<file path="config.mk">
export PLATFORM = sky130hd
export DESIGN_NAME = ps2_kbd_rx
export DESIGN_NICKNAME = d
export VERILOG_FILES = /design/src/rtl/ps2_kbd_rx.sv
export SDC_FILE = /design/constraint.sdc
export NUM_CORES = 1
export LEC_CHECK = 0
export CAP_MARGIN = 20
export CORE_MARGIN = 5
export CORE_UTILIZATION = 40
export CTS_CLUSTER_SIZE = 10
export DETAILED_ROUTE_END_ITERATION = 6
export GPL_ROUTABILITY_DRIVEN = 0
export GPL_TIMING_DRIVEN = 1
export SLEW_MARGIN = 10
export SYNTH_ARGS = -nofsm -noshare
export SYNTH_HDL_FRONTEND = slang
export SYNTH_SLANG_ARGS = --single-unit
</file>
<file path="constraint.sdc">
create_clock -name clk -period 8.6 [get_ports clk]
set_clock_uncertainty 0.05 [all_clocks]
set_input_delay 1.72 -clock clk [delete_from_list [all_inputs] [get_ports clk]]
set_output_delay 1.72 -clock clk [all_outputs]
set_load 0.03 [all_outputs]
</file>
<file path="src/rtl/ps2_kbd_rx.sv">
// PS/2 keyboard receiver: deserialises 11-bit frames, folds E0/F0 prefixes into
// per-event flags and queues whole key events in a first-word-fall-through FIFO.
module ps2_kbd_rx #(
    parameter int FIFO_DEPTH     = 8,
    parameter int CNT_W          = 8,
    parameter int TIMEOUT_CYCLES = 50000
) (
    input  logic                          clk,
    input  logic                          rst,
    input  logic                          ps2_clk,
    input  logic                          ps2_data,
    input  logic                          rd_en,
    output logic                          ev_valid,
    output logic [7:0]                    ev_code,
    output logic                          ev_break,
    output logic                          ev_ext,
    output logic [CNT_W-1:0]              key_count,
    output logic                          overflow,
    output logic                          parity_err,
    output logic [$clog2(FIFO_DEPTH):0]   fifo_level
);

    localparam int AW = $clog2(FIFO_DEPTH);
    localparam int LW = AW + 1;
    localparam int TW = $clog2(TIMEOUT_CYCLES + 1);

    // state bit 0 = extended seen, bit 1 = break seen
    localparam logic [1:0] ST_IDLE    = 2'd0;
    localparam logic [1:0] ST_EXT     = 2'd1;
    localparam logic [1:0] ST_BRK     = 2'd2;
    localparam logic [1:0] ST_EXT_BRK = 2'd3;

    logic [2:0]    clk_sync_q;
    logic [1:0]    dat_sync_q;
    logic          sample;
    logic          data_bit;

    logic [3:0]    bit_cnt_q, bit_cnt_d;
    logic [9:0]    shift_q, shift_d;
    logic [TW-1:0] to_cnt_q, to_cnt_d;
    logic [1:0]    state_q, state_d;
    logic          parity_err_q, parity_err_d;

    logic          push_req;
    logic [9:0]    push_data;
    logic [7:0]    frame_byte;
    logic          frame_ok;

    logic [9:0]    mem_q [FIFO_DEPTH];
    logic [AW-1:0] wr_ptr_q, rd_ptr_q;
    logic [LW-1:0] level_q, level_d;
    logic [CNT_W-1:0] key_count_q;
    logic          overflow_q;
    logic          full, pop, push_ok;

    // Synchronisers idle high so releasing reset never looks like a falling edge.
    always_ff @(posedge clk or posedge rst) begin
        if (rst) begin
            clk_sync_q <= 3'b111;
            dat_sync_q <= 2'b11;
        end else begin
            clk_sync_q <= {clk_sync_q[1:0], ps2_clk};
            dat_sync_q <= {dat_sync_q[0], ps2_data};
        end
    end

    assign sample     = clk_sync_q[2] & ~clk_sync_q[1];
    assign data_bit   = dat_sync_q[1];
    assign frame_byte = shift_q[8:1];
    assign frame_ok   = ~shift_q[0] & data_bit & (^shift_q[9:1]);

    always_comb begin
        bit_cnt_d    = bit_cnt_q;
        shift_d      = shift_q;
        to_cnt_d     = to_cnt_q;
        state_d      = state_q;
        parity_err_d = 1'b0;
        push_req     = 1'b0;
        push_data    = {state_q[0], state_q[1], frame_byte};
        if (sample) begin
            to_cnt_d = '0;
            if (bit_cnt_q == 4'd10) begin
                bit_cnt_d = 4'd0;
                if (!frame_ok) begin
                    parity_err_d = 1'b1;
                    state_d      = ST_IDLE;
                end else if (frame_byte == 8'hE0) begin
                    state_d = state_q | ST_EXT;
                end else if (frame_byte == 8'hF0) begin
                    state_d = state_q | ST_BRK;
                end else begin
                    push_req = 1'b1;
                    state_d  = ST_IDLE;
                end
            end else begin
                shift_d[bit_cnt_q] = data_bit;
                bit_cnt_d          = bit_cnt_q + 4'd1;
            end
        end else if (bit_cnt_q != 4'd0) begin
            // A stalled partial frame is abandoned along with any pending prefix.
            if (to_cnt_q == TW'(TIMEOUT_CYCLES - 1)) begin
                to_cnt_d  = '0;
                bit_cnt_d = 4'd0;
                state_d   = ST_IDLE;
            end else begin
                to_cnt_d = to_cnt_q + TW'(1);
            end
        end
    end

    always_ff @(posedge clk or posedge rst) begin
        if (rst) begin
            bit_cnt_q    <= 4'd0;
            shift_q      <= 10'd0;
            to_cnt_q     <= '0;
            state_q      <= ST_IDLE;
            parity_err_q <= 1'b0;
        end else begin
            bit_cnt_q    <= bit_cnt_d;
            shift_q      <= shift_d;
            to_cnt_q     <= to_cnt_d;
            state_q      <= state_d;
            parity_err_q <= parity_err_d;
        end
    end

    assign full    = (level_q == LW'(FIFO_DEPTH));
    assign pop     = rd_en & ev_valid;
    assign push_ok = push_req & (~full | pop);

    always_comb begin
        level_d = level_q;
        case ({push_ok, pop})
            2'b10:   level_d = level_q + LW'(1);
            2'b01:   level_d = level_q - LW'(1);
            default: level_d = level_q;
        endcase
    end

    always_ff @(posedge clk) begin
        if (push_ok) begin
            mem_q[wr_ptr_q] <= push_data;
        end
    end

    always_ff @(posedge clk or posedge rst) begin
        if (rst) begin
            wr_ptr_q    <= '0;
            rd_ptr_q    <= '0;
            level_q     <= '0;
            key_count_q <= '0;
            overflow_q  <= 1'b0;
        end else begin
            level_q <= level_d;
            if (push_ok) begin
                wr_ptr_q <= wr_ptr_q + AW'(1);
            end
            if (pop) begin
                rd_ptr_q <= rd_ptr_q + AW'(1);
            end
            if (push_ok && !push_data[8]) begin
                key_count_q <= key_count_q + CNT_W'(1);
            end
            if (push_req && full && !pop) begin
                overflow_q <= 1'b1;
            end
        end
    end

    // Head entry is gated so the event outputs read zero whenever the FIFO is empty.
    assign ev_valid   = (level_q != '0);
    assign ev_code    = ev_valid ? mem_q[rd_ptr_q][7:0] : 8'd0;
    assign ev_break   = ev_valid & mem_q[rd_ptr_q][8];
    assign ev_ext     = ev_valid & mem_q[rd_ptr_q][9];
    assign key_count  = key_count_q;
    assign overflow   = overflow_q;
    assign parity_err = parity_err_q;
    assign fifo_level = level_q;

endmodule
</file>
==> impl_results.md <==
- Outcome: finished, final reports clean
- Final Hold Fails: 0
- Clk_lat worst skew: 0.41 ns
- Adder-Cell Fraction of Synth Area: 2.63%
- Ys flop type: edfxtp_1
- Seq pwr share: 39.7%
- Most frequent cells after synthesis: edfxtp_1 (80), dfrtp_1 (52), nand2_1 (34), nor2_1 (32), mux4_2 (20)
- Post-synthesis async set-or-reset flop share: 41.6%
- Full die area: 17500 um^2
- Worst setup EP type: output port
- DRT Wirelength: 11700 um
- Setup CP Type: reg -> out
- Post-synth EDFFs: 80
- Max Fclk: 226 MHz
- Chip width: 132 um
- N_diodes: 0
- Vert. Die Dim: 132 um
- Post-synthesis sequential area ratio: 64.0%
- Worst Hold Class: reg -> reg
- P per Cell Area: 322 nW/um^2
- Net Sw Power: 742 uW
- Mux contribution to synthesized area: 11.6%
- Yosys Warn Count: 0
- Hold Crit Start: clk_sync_q[0]$_DFF_PP1_
- VDD IR max: 0.000152 V
- Max-cap violations: 0
- CTS max path bufs: 2
- Pleak: 0.00269 uW
- Initial DRC count: 193
- Fin crit period: 4.42 ns
- Area growth, synth to finish: 18.8%
- Crit share post-route: 51.3%
- Port Buffers: 29
- Gr ovfl total: 0
- Hold slack: 0.304 ns
- Simple logic cell fraction of the synthesized area: 11.7%
- Comb power frac: 28.1%
- DRT Pass-1 Iters: 4
- Vias: 3396
- First-pass GRT wire length: 19500 um
- Distinct cells, synth: 47
- CP Max Fanout: 22
- Core ar.: 14600 um^2
- Slew HR: 36.2%
- Routed vias/inst: 5.19
- Worst path required time: 6.83 ns
- Share of Yosys cell area claimed by the top area cell type: 40.1%
- Detail Placement HPWL: 7880 um
- Antenna violations before repair: 0
- Max-slew violation count: 0
- Top-count cell post-synth: edfxtp_1
- Largest net degree at the start of global routing: 58
- CTS buffer count: 17
- Worst-path clk slew: 0.06 ns
- Initial core utilization: 41.1%
- Syn_area_per_cell: 14.4 um^2
- Clock tree sinks: 137
- Vias in the first global route: 3597
- Nets: 474
- Worst slew pin tran: 0.958 ns
- Crit path DAT: 2.65 ns
- Synth Cell Area: 5990 um^2
- Largest family of logic cells by synthesized area: simple AND/OR/NAND/NOR gates
- CP startpoint kind: register
- Drt drc: 0
- CTS root buf: clkbuf_16
- Synth top area cells: edfxtp_1 (40%), dfrtp_1 (22%), mux4_2 (7.5%), xor2_1 (2.3%), ha_1 (2.3%)
- Post-CTS setup buffers: 0
- Final setup fails: 0
- Worst r2r src: shift_q[7]$_DFFE_PP0P_
- CP startpoint: rd_ptr_q[1]$_DFFE_PP0P_
- Syn Inst Count: 416
- Clock power share: 32.2%
- Fin Setup TNS: 0 ns
- Worst path slowest cell: dfrtp_1
- Max incr delay on CP: 0.97 ns
- Post-synth top area cell: edfxtp_1
- GRT Resource Usage Total: 14.2%
- Net Count, Synth: 433
- FF+latch count, synth: 137
- Xor and xnor area share after synthesis: 4.34%
- H-tree depth: 4
- Switching power share of the total: 32.3%
- Final core occ: 48.8%
- Std-Cell Rows: 44
- Unrepaired setup endpoints after global routing: no
- Crit-path cells: mux4_2 -> mux2i_1 -> nor2_1 -> clkdlybuf4s50_1
- Compound-Gate Fraction of Synth Area: 3.68%
- Post-CTS Resized: 0
- Layout cells sized above 1: 17.4%
- Hold_buf cts: 0
- I/O pin total: 30
- TritonCTS clock tree: yes
- Fillers: 1265
- Post-route ant nets: 0
- DR WL/cell: 17.9 um
- Int Power: 1550 uW
==> path summary, 6_finish.rpt <==
kind	endpoint	slack [ns]	cells past startpoint
min reg2reg	clk_sync_q[1]$_DFF_PP1_	0.30	0
max	ev_code[5]	4.18	4
max in group asynchronous	shift_q[3]$_DFFE_PP0P_	6.23	3
min in group asynchronous	key_count[1]$_DFFE_PP0P_	1.78	3
min	clk_sync_q[1]$_DFF_PP1_	0.30	0
max reg2reg	fifo_level[3]$_DFFE_PP0P_	5.21	10
==> routing by layer <==
layer	routed length [um]	up-vias	track usage (%)
met3	395	11	4.43
met2	5650	59	22.3
met5	0	-	0
li1	-	1634	-
met1	5540	1692	19.1
met4	134	0	4.13
==> registers in the layout (all words and copies together) (netlist names), 3 cells and up <==
name and cells:
to_cnt_q 16, fifo_level 4, mem_q 80, rd_ptr_q 3, clk_sync_q 3, key_count 8
wr_ptr_q 3, shift_q 10, bit_cnt_q 4
==> power by group through the flow <==
| stage | combinational (uW) | sequential (uW) | clock (uW) |
|---|---|---|---|
| 6_report | 644 | 912 | 739 |
| 5_1_grt | 705 | 927 | 787 |
| 4_1_cts | 658 | 914 | 756 |
| 3_5_place_dp | 656 | 927 | 0 |
| 3_3_place_gp | 647 | 921 | 0 |
| 2_1_floorplan | 485 | 869 | 0 |
==> through the flow <==
step / cell area, um^2 / total power [uW] / std cells / setup slack (ns)
after floorplan: 5990 / 1350 / 416 / 4.73
after global placement: 6520 / 1570 / 622 / 3.94
after detailed placement: 6520 / 1580 / 622 / 3.85
after CTS: 7120 / 2330 / 654 / 4.09
after global routing: 7120 / 2420 / 654 / 4.01
final: 7120 / 2290 / 654 / 4.18
==> cell type report <==
type / instances / area, um^2 / area share (%)
Inverter: 13 / 48.8 / 0.686
Multi-Input combinational cell: 249 / 2040 / 28.7
Clock buffer: 18 / 429 / 6.03
Clock inverter: 14 / 170 / 2.39
Sequential cell: 137 / 3830 / 53.9
Tap cell: 184 / 230 / 3.23
Timing Repair Buffer: 39 / 365 / 5.13
==> cell usage in the layout, fill, tap and decap left out, drive strengths merged, types with 2 or more instances in the layout <==
| master | count |
|---|---|
| edfxtp | 80 |
| clkinv | 3 |
| clkinvlp | 3 |
| clkbuf | 18 |
| a21oi | 6 |
| dfstp | 5 |
| a21o | 4 |
| nor3b | 8 |
| clkdlybuf4s50 | 29 |
| ha | 11 |
| nor4 | 6 |
| buf | 10 |
| nor2b | 5 |
| bufinv | 3 |
| nor3 | 9 |
| inv | 18 |
| mux4 | 20 |
| mux2 | 11 |
| a22o | 3 |
| mux2i | 12 |
| xnor2 | 11 |
| or3 | 2 |
| a2111oi | 2 |
| or4 | 2 |
| and3 | 4 |
| nor2 | 32 |
| nand2b | 6 |
| o21ai | 11 |
| xor2 | 16 |
| dfrtp | 52 |
| nand2 | 34 |
| nand4 | 6 |
| a32o | 2 |
| nand3 | 12 |
| o2111ai | 2 |
==> kinds of logic after synthesis <==
logic type | Yosys count
flip-flops | 137
AND/OR/NAND/NOR | 133
multiplexers | 43
AO/OA/AOI/OAI | 33
buffers and inverters | 30
XOR/XNOR | 28
adder cells (fa/ha/maj) | 12
==> worst max-delay path, delay by kind of cell (launching register included) <==
kind	cells	cell delay [ns]
muxes	2	0.61
DFF	1	0.97
buffers and inverters	1	0.59
and+or+nand+nor	1	0.06
No activity file was read; power rests on OpenSTA's default activity.
